## src/rtl/beamformer_sequencer.sv

```systemverilog
// Frame sequencer for the beamformer datapath: filter stream, capture, slice replay, drain, readout.
// Optional macro SEQ_READOUT_EN adds the READOUT state; without it DRAIN goes straight to DONE.
module beamformer_sequencer #(
    parameter int NUM_SAMPLES  = 2048,
    parameter int FLUSH_CYCLES = 64,
    parameter int NUM_OUT      = 1024,
    parameter int DRAIN_CYCLES = 8
) (
    input  logic        clk,
    input  logic        rst,
    input  logic        go,
    input  logic        valid_out,
    input  logic        rd_ready,
    output logic        start,
    output logic        signalinen,
    output logic [10:0] signal_address,
    output logic        filter_bram_output_write_en,
    output logic [10:0] readin_address,
    output logic        output_read_en,
    output logic        startbeamformer,
    output logic [1:0]  slice_state,
    output logic [15:0] sample_index,
    output logic        sumouten,
    output logic [9:0]  sumout_address,
    output logic        out_valid,
    output logic        busy,
    output logic        done
);

    localparam int SW = $clog2(NUM_SAMPLES + 1);
    localparam int FW = $clog2(FLUSH_CYCLES + 1);
    localparam int DW = $clog2(DRAIN_CYCLES + 1);
    localparam int TW = (FW > DW) ? FW : DW;

    localparam logic [SW-1:0] SIG_LAST   = SW'(NUM_SAMPLES - 1);
    localparam logic [SW-1:0] N_SAMP     = SW'(NUM_SAMPLES);
    localparam logic [TW-1:0] FLUSH_LAST = TW'(FLUSH_CYCLES - 1);
    localparam logic [TW-1:0] DRAIN_LAST = TW'(DRAIN_CYCLES - 1);

    typedef enum logic [2:0] {
        S_IDLE, S_FILTER, S_FLUSH, S_BEAM, S_DRAIN, S_READOUT, S_DONE
    } state_t;

    state_t         state_q, state_d;
    logic [SW-1:0]  addr_q, addr_d;
    logic [SW-1:0]  wcnt_q, wcnt_d;
    logic [TW-1:0]  tmr_q, tmr_d;
    logic [1:0]     slice_q, slice_d;
    logic [15:0]    sidx_q, sidx_d;
    logic           start_q;

`ifdef SEQ_READOUT_EN
    localparam int RW = $clog2(NUM_OUT + 1);
    localparam logic [RW-1:0] RD_LAST = RW'(NUM_OUT - 1);
    logic [RW-1:0]  rd_addr_q, rd_addr_d;
    logic           out_valid_q;
`endif

    always_comb begin
        state_d = state_q;
        addr_d  = addr_q;
        wcnt_d  = wcnt_q;
        tmr_d   = tmr_q;
        slice_d = slice_q;
        sidx_d  = sidx_q;
        signalinen                  = 1'b0;
        signal_address              = '0;
        filter_bram_output_write_en = 1'b0;
        readin_address              = '0;
        output_read_en              = 1'b0;
        startbeamformer             = 1'b0;
        slice_state                 = '0;
        sample_index                = '0;
        busy                        = (state_q != S_IDLE);
        done                        = 1'b0;

        // Capture runs through FILTER and FLUSH; words past NUM_SAMPLES are dropped.
        if (state_q == S_FILTER || state_q == S_FLUSH) begin
            readin_address = 11'(wcnt_q);
            if (valid_out && wcnt_q != N_SAMP) begin
                filter_bram_output_write_en = 1'b1;
                wcnt_d = wcnt_q + SW'(1);
            end
        end

        case (state_q)
            S_IDLE: begin
                if (go) begin
                    state_d = S_FILTER;
                    addr_d  = '0;
                    wcnt_d  = '0;
                    tmr_d   = '0;
                    slice_d = '0;
                    sidx_d  = '0;
                end
            end
            S_FILTER: begin
                signalinen     = 1'b1;
                signal_address = 11'(addr_q);
                addr_d         = addr_q + SW'(1);
                if (addr_q == SIG_LAST) begin
                    state_d = S_FLUSH;
                    addr_d  = '0;
                    tmr_d   = '0;
                end
            end
            S_FLUSH: begin
                tmr_d = tmr_q + TW'(1);
                if (wcnt_d == N_SAMP || tmr_q == FLUSH_LAST) begin
                    tmr_d   = '0;
                    state_d = (wcnt_d == '0) ? S_DRAIN : S_BEAM;
                end
            end
            S_BEAM: begin
                startbeamformer = 1'b1;
                slice_state     = slice_q;
                sample_index    = sidx_q;
                slice_d         = slice_q + 2'd1;
                if (slice_q == 2'd0) begin
                    output_read_en = 1'b1;
                    readin_address = 11'(addr_q);
                end else if (slice_q == 2'd3) begin
                    addr_d = addr_q + SW'(1);
                    if (addr_q + SW'(1) == wcnt_q) begin
                        state_d = S_DRAIN;
                        addr_d  = '0;
                    end
                end
                // Index is held on the final slice so it reads 3*count-1 at frame end.
                if (slice_q != 2'd0 && state_d == S_BEAM)
                    sidx_d = sidx_q + 16'd1;
            end
            S_DRAIN: begin
                startbeamformer = 1'b1;
                sample_index    = sidx_q;
                tmr_d           = tmr_q + TW'(1);
                if (tmr_q == DRAIN_LAST) begin
                    tmr_d = '0;
`ifdef SEQ_READOUT_EN
                    state_d = S_READOUT;
`else
                    state_d = S_DONE;
`endif
                end
            end
            S_READOUT: begin
`ifdef SEQ_READOUT_EN
                if (rd_ready && rd_addr_q == RD_LAST)
                    state_d = S_DONE;
`else
                state_d = S_DONE;
`endif
            end
            S_DONE: begin
                done    = 1'b1;
                state_d = S_IDLE;
            end
            default: state_d = S_IDLE;
        endcase
    end

    always_ff @(posedge clk or negedge rst) begin
        if (!rst) begin
            state_q <= S_IDLE;
            addr_q  <= '0;
            wcnt_q  <= '0;
            tmr_q   <= '0;
            slice_q <= '0;
            sidx_q  <= '0;
            start_q <= 1'b0;
        end else begin
            state_q <= state_d;
            addr_q  <= addr_d;
            wcnt_q  <= wcnt_d;
            tmr_q   <= tmr_d;
            slice_q <= slice_d;
            sidx_q  <= sidx_d;
            start_q <= signalinen;
        end
    end

    // Signal RAM has one cycle of read latency, so filter valid trails the read enable.
    assign start = start_q;

`ifdef SEQ_READOUT_EN
    always_comb begin
        rd_addr_d = rd_addr_q;
        sumouten  = 1'b0;
        if (state_q == S_READOUT) begin
            sumouten = rd_ready;
            if (rd_ready)
                rd_addr_d = rd_addr_q + RW'(1);
        end else if (state_q == S_IDLE) begin
            rd_addr_d = '0;
        end
    end

    always_ff @(posedge clk or negedge rst) begin
        if (!rst) begin
            rd_addr_q   <= '0;
            out_valid_q <= 1'b0;
        end else begin
            rd_addr_q   <= rd_addr_d;
            out_valid_q <= sumouten;
        end
    end

    assign sumout_address = (state_q == S_READOUT) ? 10'(rd_addr_q) : '0;
    assign out_valid      = out_valid_q;
`else
    logic unused_rd_ready;
    assign unused_rd_ready = rd_ready;
    assign sumouten        = 1'b0;
    assign sumout_address  = '0;
    assign out_valid       = 1'b0;
`endif

endmodule

```

## config.mk

```make
export PLATFORM = sky130hd
export DESIGN_NAME = beamformer_sequencer
export DESIGN_NICKNAME = d
export VERILOG_FILES = /design/src/rtl/beamformer_sequencer.sv
export SDC_FILE = /design/constraint.sdc
export NUM_CORES = 1
export LEC_CHECK = 0
export ABC_AREA = 0
export CORE_UTILIZATION = 51
export CTS_BUF_LIST = sky130_fd_sc_hd__clkbuf_8
export DETAILED_ROUTE_END_ITERATION = 8
export PLACE_DENSITY = 0.8
export SYNTH_ARGS = -nofsm -noshare
export SYNTH_HDL_FRONTEND = slang
export SYNTH_SLANG_ARGS = --single-unit
```

## constraint.sdc

```tcl
create_clock -name clk -period 2.5 [get_ports clk]
set_input_delay 0.625 -clock clk [delete_from_list [all_inputs] [get_ports clk]]
set_output_delay 0.625 -clock clk [all_outputs]
set_load 0.01 [all_outputs]
```

Word level (Yosys, flattened, before mapping)

Cells that the tools add are included.
W data, S select, Z words.

Add/sub/neg operators: 5
Equality and inequality tests: 21
Muxes and demuxes: 43
Reductions and logical operators: 18

Operators with widths:

| kind                    | number |
|---|---|
| $mux W12                | 9 |
| $mux W16                | 3 |
| $mux W11                | 4 |
| $pmux W12 S3            | 1 |
| $pmux W16 S2            | 1 |
| $mux W7                 | 4 |
| $pmux W7 S4             | 1 |
| $mux W3                 | 9 |
| $add A12 B1 Y12 const B | 2 |
| $pmux W3 S6             | 1 |
| $add A16 B1 Y16 const B | 1 |
| $eq A12 B11 Y1 const B  | 1 |
| $eq A12 B12 Y1          | 1 |
| $eq A12 B12 Y1 const B  | 1 |
| $logic_not A12 Y1       | 1 |
| $ne A12 B12 Y1 const B  | 1 |
| $ne A2 B2 Y1 const B    | 5 |
| $eq A3 B2 Y1 const B    | 3 |
| $eq A3 B3 Y1 const B    | 3 |
| $reduce_and A4 Y1       | 2 |
| $add A7 B1 Y7 const B   | 1 |
| $eq A7 B3 Y1 const B    | 1 |
| $eq A7 B6 Y1 const B    | 1 |
| $mux W1                 | 7 |
| other kinds (16)        | 23 |

Flip-flop bits (word level): 53
Input port bits: 5
Output and inout port bits: 59
Word-level logic and storage cells: 94

Depth between registers and ports, before layout

Gate-level depths: netlist of the first run.

Word-level depth: 10
Depth in mapped cells: 10
Gate-level depth less buffers: 8

Worst setup path before layout of the first run

OpenSTA, ideal clock, no wires.

Path type: flip-flop to flip-flop
Start point: register addr_q[0]
End point: register addr_q[2]
Arrival: 2.499 ns
Path slack: -0.125 ns
Stages on the path, launching flop included: 10
Cells stage by stage: dfrtp_1 > ha_1 > nand2_1 > or3_4 > a2111oi_4 > nand4_4 > o31ai_4 > buf_4 > a2111oi_0 > a221o_1

Longest elaborated chain between the ends: 6

Ends and longest elaborated chain:

| element                | line          | source |
|---|---|---|
| start, declared        | 45            | `logic [SW-1:0] addr_q, addr_d;` |
| start signal, assigned | 173           | `addr_q <= addr_d;` |
| $add A12 B1 Y12        | 100, 123, 124 |  |
| $eq A12 B12 Y1         | 124           | `if (addr_q + SW'(1) == wcnt_q) begin` |
| $mux W12               | 124           |  |
| $mux W12               | 122           | `end else if (slice_q == 2'd3) begin` |
| $mux W12               | 119           | `if (slice_q == 2'd0) begin` |
| $pmux W12 S3 (*)       | 86            | `case (state_q)` |

Mark *: on every way between the ends. The rest lies on a longest branch, timed or not. The select of a mux whose other input is x is not followed.
A chain may end at the register's enable or synchronous reset.

Final worst setup path of the first run

Start point: register addr_q[0]
End point: register sidx_q[14]

Longest elaborated chain between the ends: 10

Ends and longest elaborated chain:

| element                            | line | source |
|---|---|---|
| $add A12 B1 Y12                    | 124  |  |
| $eq A12 B12 Y1                     | 124  |  |
| $mux W3                            | 124  |  |
| $mux W3                            | 122  |  |
| $mux W3                            | 119  |  |
| $mux W3                            | 86   |  |
| $eq A3 B2 Y1                       | 130  | `if (slice_q != 2'd0 && state_d == S_BEAM)` |
| $logic_and A1 B1 Y1                | 130  |  |
| $ne A2 B2 Y1 (no source line)      | -    |  |
| $reduce_and A3 Y1 (no source line) | -    |  |
| end signal, assigned               | 177  | `sidx_q <= sidx_d;` |
| end, declared                      | 49   | `logic [15:0] sidx_q, sidx_d;` |

Every way passes these cells. The select of a mux whose other input is x is not followed.

==> results.py, run 1 <==
metrics = {
    "status": {
        "status": "complete, but fails checks",
        "violations": "negative setup slack",
    },
    "die": {
        "fp.coreArea_sq_um": 7890,
        "num_io_pins": 64,
        "rows": 32,
        "die_w_um": 93.2,
        "die_h_um": 93.2,
        "initial_core_util_pct": 53.8,
        "die_area_sq_um": 8680,
    },
    "drt": {
        "via_per_inst": 6.44,
        "ant_nets": 0,
        "first_iter_violations": 253,
        "post_drt_wl_per_cell_um": 20.1,
        "drc": 0,
        "wl_um": 14500,
        "firstDrtPassIters": 5,
        "num_vias": 4649,
    },
    "worst_hold_path": {
        "min_path_type": "input port to async pin",
    },
    "grt": {
        "grt_usage_pct": 32.3,
        "grt_max_degree": 27,
        "antenna_found_initial": 0,
        "first_global_vias": 4439,
        "grt-ovfl-total": 0,
        "grt_pass1_wl_um": 22200,
    },
    "yosys": {
        "synth_area_per_cell_sq_um": 8.53,
        "yosysWarnings": 0,
        "ys_ff_latch": 53,
        "seq_area_frac_synth_pct": 31.3,
        "ys_async_sr_fraction_pct": 100,
        "synth_flop_cell": "dfrtp_1",
        "syn-cell-area_sq_um": 4240,
        "synth_edf_count": 0,
        "synthCells": 497,
        "netlist-cell-type-count": 69,
    },
    "placed_design": {
        "gp_congestion": 0.974,
        "post-place-ws_ns": -0.530,
        "portBuffers": 50,
        "dp.cells": 683,
        "hpwl_um": 8480,
        "post_dp_cell_area_sq_um": 5230,
    },
    "cts": {
        "cts_hold_buf": 0,
        "path_clk_slew_ns": 0.12,
        "clk_latency_ns": 0.34,
        "clockBufferDepth": 2,
        "clock-sinks": 53,
        "numCtsBuffers": 5,
        "cts_tree": "done",
        "cts_root_buf": "clkbuf_8",
        "cts-htree-levels": 2,
    },
    "final_layout": {
        "fin_nets": 631,
        "fin_area_sq_um": 5940,
        "fillers": 510,
        "final_util_pct": 75.3,
        "antenna_cells": 0,
        "syn_to_final_growth_pct": 40.0,
        "layout-drive-gt1-share_pct": 34.2,
        "layoutNonFillerInstCount": 722,
    },
    "setup_path": {
        "cp-end-kind": "flop",
        "cpPeakStageDelay_ns": 0.40,
        "worstPathCellList": "ha_4 > nand2_2 > or3_4 > a2111oi_4 > nand4_4 > buf_12 > buf_6 > nor4_4 > buf_6 > nor4_1 > o21a_1",
        "arrival_ns": 2.98,
        "worstPathRequired_ns": 2.74,
        "worstSetupPathType": "flop to flop",
        "cp_common_cell": "buf_6",
        "reg2reg_depth": 11,
        "crit_path_max_fanout": 5,
        "cp-start-kind": "flop",
        "slowest_stage": "dfrtp_2",
    },
    "sta": {
        "slew_headroom_pct": 61.5,
        "finalSetupViolCount": 36,
        "drv_slew": 0,
        "clock_skew_ns": 0.00995,
        "clock.fmax_mhz": 364,
        "fin_crit_sh_pct": 110,
        "worst_pin_slew_ns": 0.575,
        "fin_crit_ns": 2.75,
        "setup_ws_ns": -0.246,
        "grt_setup_unrepaired": "yes",
        "final_hold_viol_count": 0,
    },
    "pwr": {
        "powerDensity_nw_per_um2": 925,
        "p_total_mw": 5.49,
        "p_leak_nw": 2.71,
        "vdd_drop_max_v": 0.000561,
    },
    "flow_run": {
        "drv_cap": 0,
    },
}
[sequential cells by signal (all words and copies together), names as in the netlist]
name,flops
sidx_q,16
state_q,3
wcnt_q,12
addr_q,12
tmr_q,7
start,1
slice_q,2
[per-layer routing]
layer / up-vias / global-route usage (%) / wire [um]
li1: 2011 / - / -
met1: 2245 / 38.8 / 5390
met2: 315 / 56.7 / 7300
met3: 78 / 6.34 / 1110
met4: 0 / 12.7 / 708
met5: - / 0 / 0
[layout make-up]
class | count | area, sq um | share of cell area (%)
Clock inverter | 3 | 28.8 | 0.485
Inverter | 12 | 45.0 | 0.759
Clock buffer | 5 | 68.8 | 1.16
Multi-Input combinational cell | 392 | 3000 | 50.5
Tap cell | 102 | 128 | 2.15
Sequential cell | 53 | 1330 | 22.4
Timing Repair Buffer | 155 | 1340 | 22.6
[where the power goes]
group | internal [mW] | switching (mW)
logic | 1.71 | 1.91
clock network | 0.211 | 0.354
registers | 1.05 | 0.252
[stage by stage]
stage | TNS, ns | hold WS [ns]
after floorplan | 0 | 0.329
after global placement | -8.42 | 0.492
after detailed placement | -12.79 | 0.495
after CTS | -1.49 | 0.236
after global routing | -7.70 | 0.240
final | -3.94 | 0.213
[worst max-delay path, delay by kind of cell, from the launching register on]
kind            cells  cell delay [ns]
compound gates      2             0.59
fa+ha+maj           1             0.16
buf+inv             3             0.47
flops               1             0.40
simple gates        5             1.03
[synthesized netlist by cell type (3+ instances only)]
| library cell | count | area share, % |
|---|---|---|
| a22o_1 | 12 | 2.5 |
| a21oi_1 | 14 | 1.7 |
| or3_1 | 5 | 0.74 |
| xnor2_1 | 19 | 3.9 |
| nor4_1 | 6 | 0.89 |
| clkbuf_1 | 21 | 1.9 |
| a21o_1 | 5 | 0.89 |
| and2_1 | 21 | 3.1 |
| or4_1 | 13 | 2.3 |
| and3_1 | 9 | 1.3 |
| buf_4 | 20 | 3.5 |
| o21ai_0 | 10 | 1.2 |
| nand2_1 | 53 | 4.7 |
| a31oi_1 | 3 | 0.44 |
| o211ai_1 | 9 | 1.6 |
| o22ai_1 | 3 | 0.44 |
| nand3_1 | 19 | 2.2 |
| nand4_1 | 11 | 1.6 |
| ha_1 | 7 | 2.1 |
| xor2_1 | 12 | 2.5 |
| buf_2 | 8 | 0.94 |
| or2_2 | 4 | 0.59 |
| mux2i_1 | 5 | 1.2 |
| o31ai_1 | 6 | 1.1 |
| inv_1 | 12 | 1.1 |
| nand3b_1 | 3 | 0.53 |
| nand2b_1 | 10 | 1.5 |
| a2111oi_0 | 4 | 0.83 |
| o21ai_1 | 4 | 0.47 |
| a221oi_1 | 5 | 1.0 |
| nor3_1 | 12 | 1.4 |
| nor2_1 | 33 | 2.9 |
| nor2b_1 | 21 | 3.1 |
| dfrtp_1 | 53 | 31 |
[cell families (layout without fill, tap and decap cells)]
family | after synthesis | in the layout | share of synthesized area (%)
xor gates and xnor gates | 32 | 32 | 6.79
DFF | 53 | 53 | 31.3
adders and majority gates | 7 | 7 | 2.07
muxes | 6 | 6 | 1.45
buffers and inverters | 64 | 175 | 8.11
and+or+nand+nor | 238 | 238 | 31.7
AOI/OAI and AO/OA | 96 | 97 | 18.5
other | 1 | 12 | 0.0884
[timing repair]
item                       in CTS  in global routing
gates cloned                    6                  1
pin swaps                      43                 27
setup endpoints to repair      73                 73
buffers inserted               19                  8
resized for setup             113                 86
[worst paths after layout]
path	startpoint	end	slack [ns]
worst max-delay path	addr_q[0]	sidx_q[14]	-0.25
worst min register to register	tmr_q[1]	tmr_q[1]	0.55
max in group asynchronous	rst	state_q[1]	1.64
min in group clk	tmr_q[1]	tmr_q[1]	0.55
worst max register to register	addr_q[0]	sidx_q[14]	-0.25
worst min-delay path	rst	wcnt_q[5]	0.21
[cells in the final DEF (no fill, tap or decap), types with 8 or more instances in the layout]
| cell | Yosys | routed |
|---|---|---|
| dfrtp_1 | 53 | 49 |
| and2_1 | 21 | 20 |
| xnor2_1 | 19 | 18 |
| nand4_1 | 11 | 11 |
| clkbuf_2 | 0 | 21 |
| conb_1 | 1 | 12 |
| xor2_1 | 12 | 11 |
| nor2_1 | 33 | 30 |
| nand3_1 | 19 | 16 |
| o211ai_1 | 9 | 9 |
| dlygate4sd2_1 | 0 | 15 |
| a22o_1 | 12 | 12 |
| a21oi_1 | 14 | 12 |
| nor2b_1 | 21 | 19 |
| or4_1 | 13 | 10 |
| buf_4 | 20 | 81 |
| nand2b_1 | 10 | 9 |
| nand2_1 | 53 | 49 |
| buf_6 | 1 | 15 |
| inv_1 | 12 | 12 |
| nor3_1 | 12 | 8 |
No activity file was read; power rests on OpenSTA's default activity.
==> run 2, diff against run 1 <==
Settings changed: CTS_CLUSTER_DIAMETER set to 50.
==> results of run 2 <==
The final DEF is identical to that of run 1; final timing and power are the same.
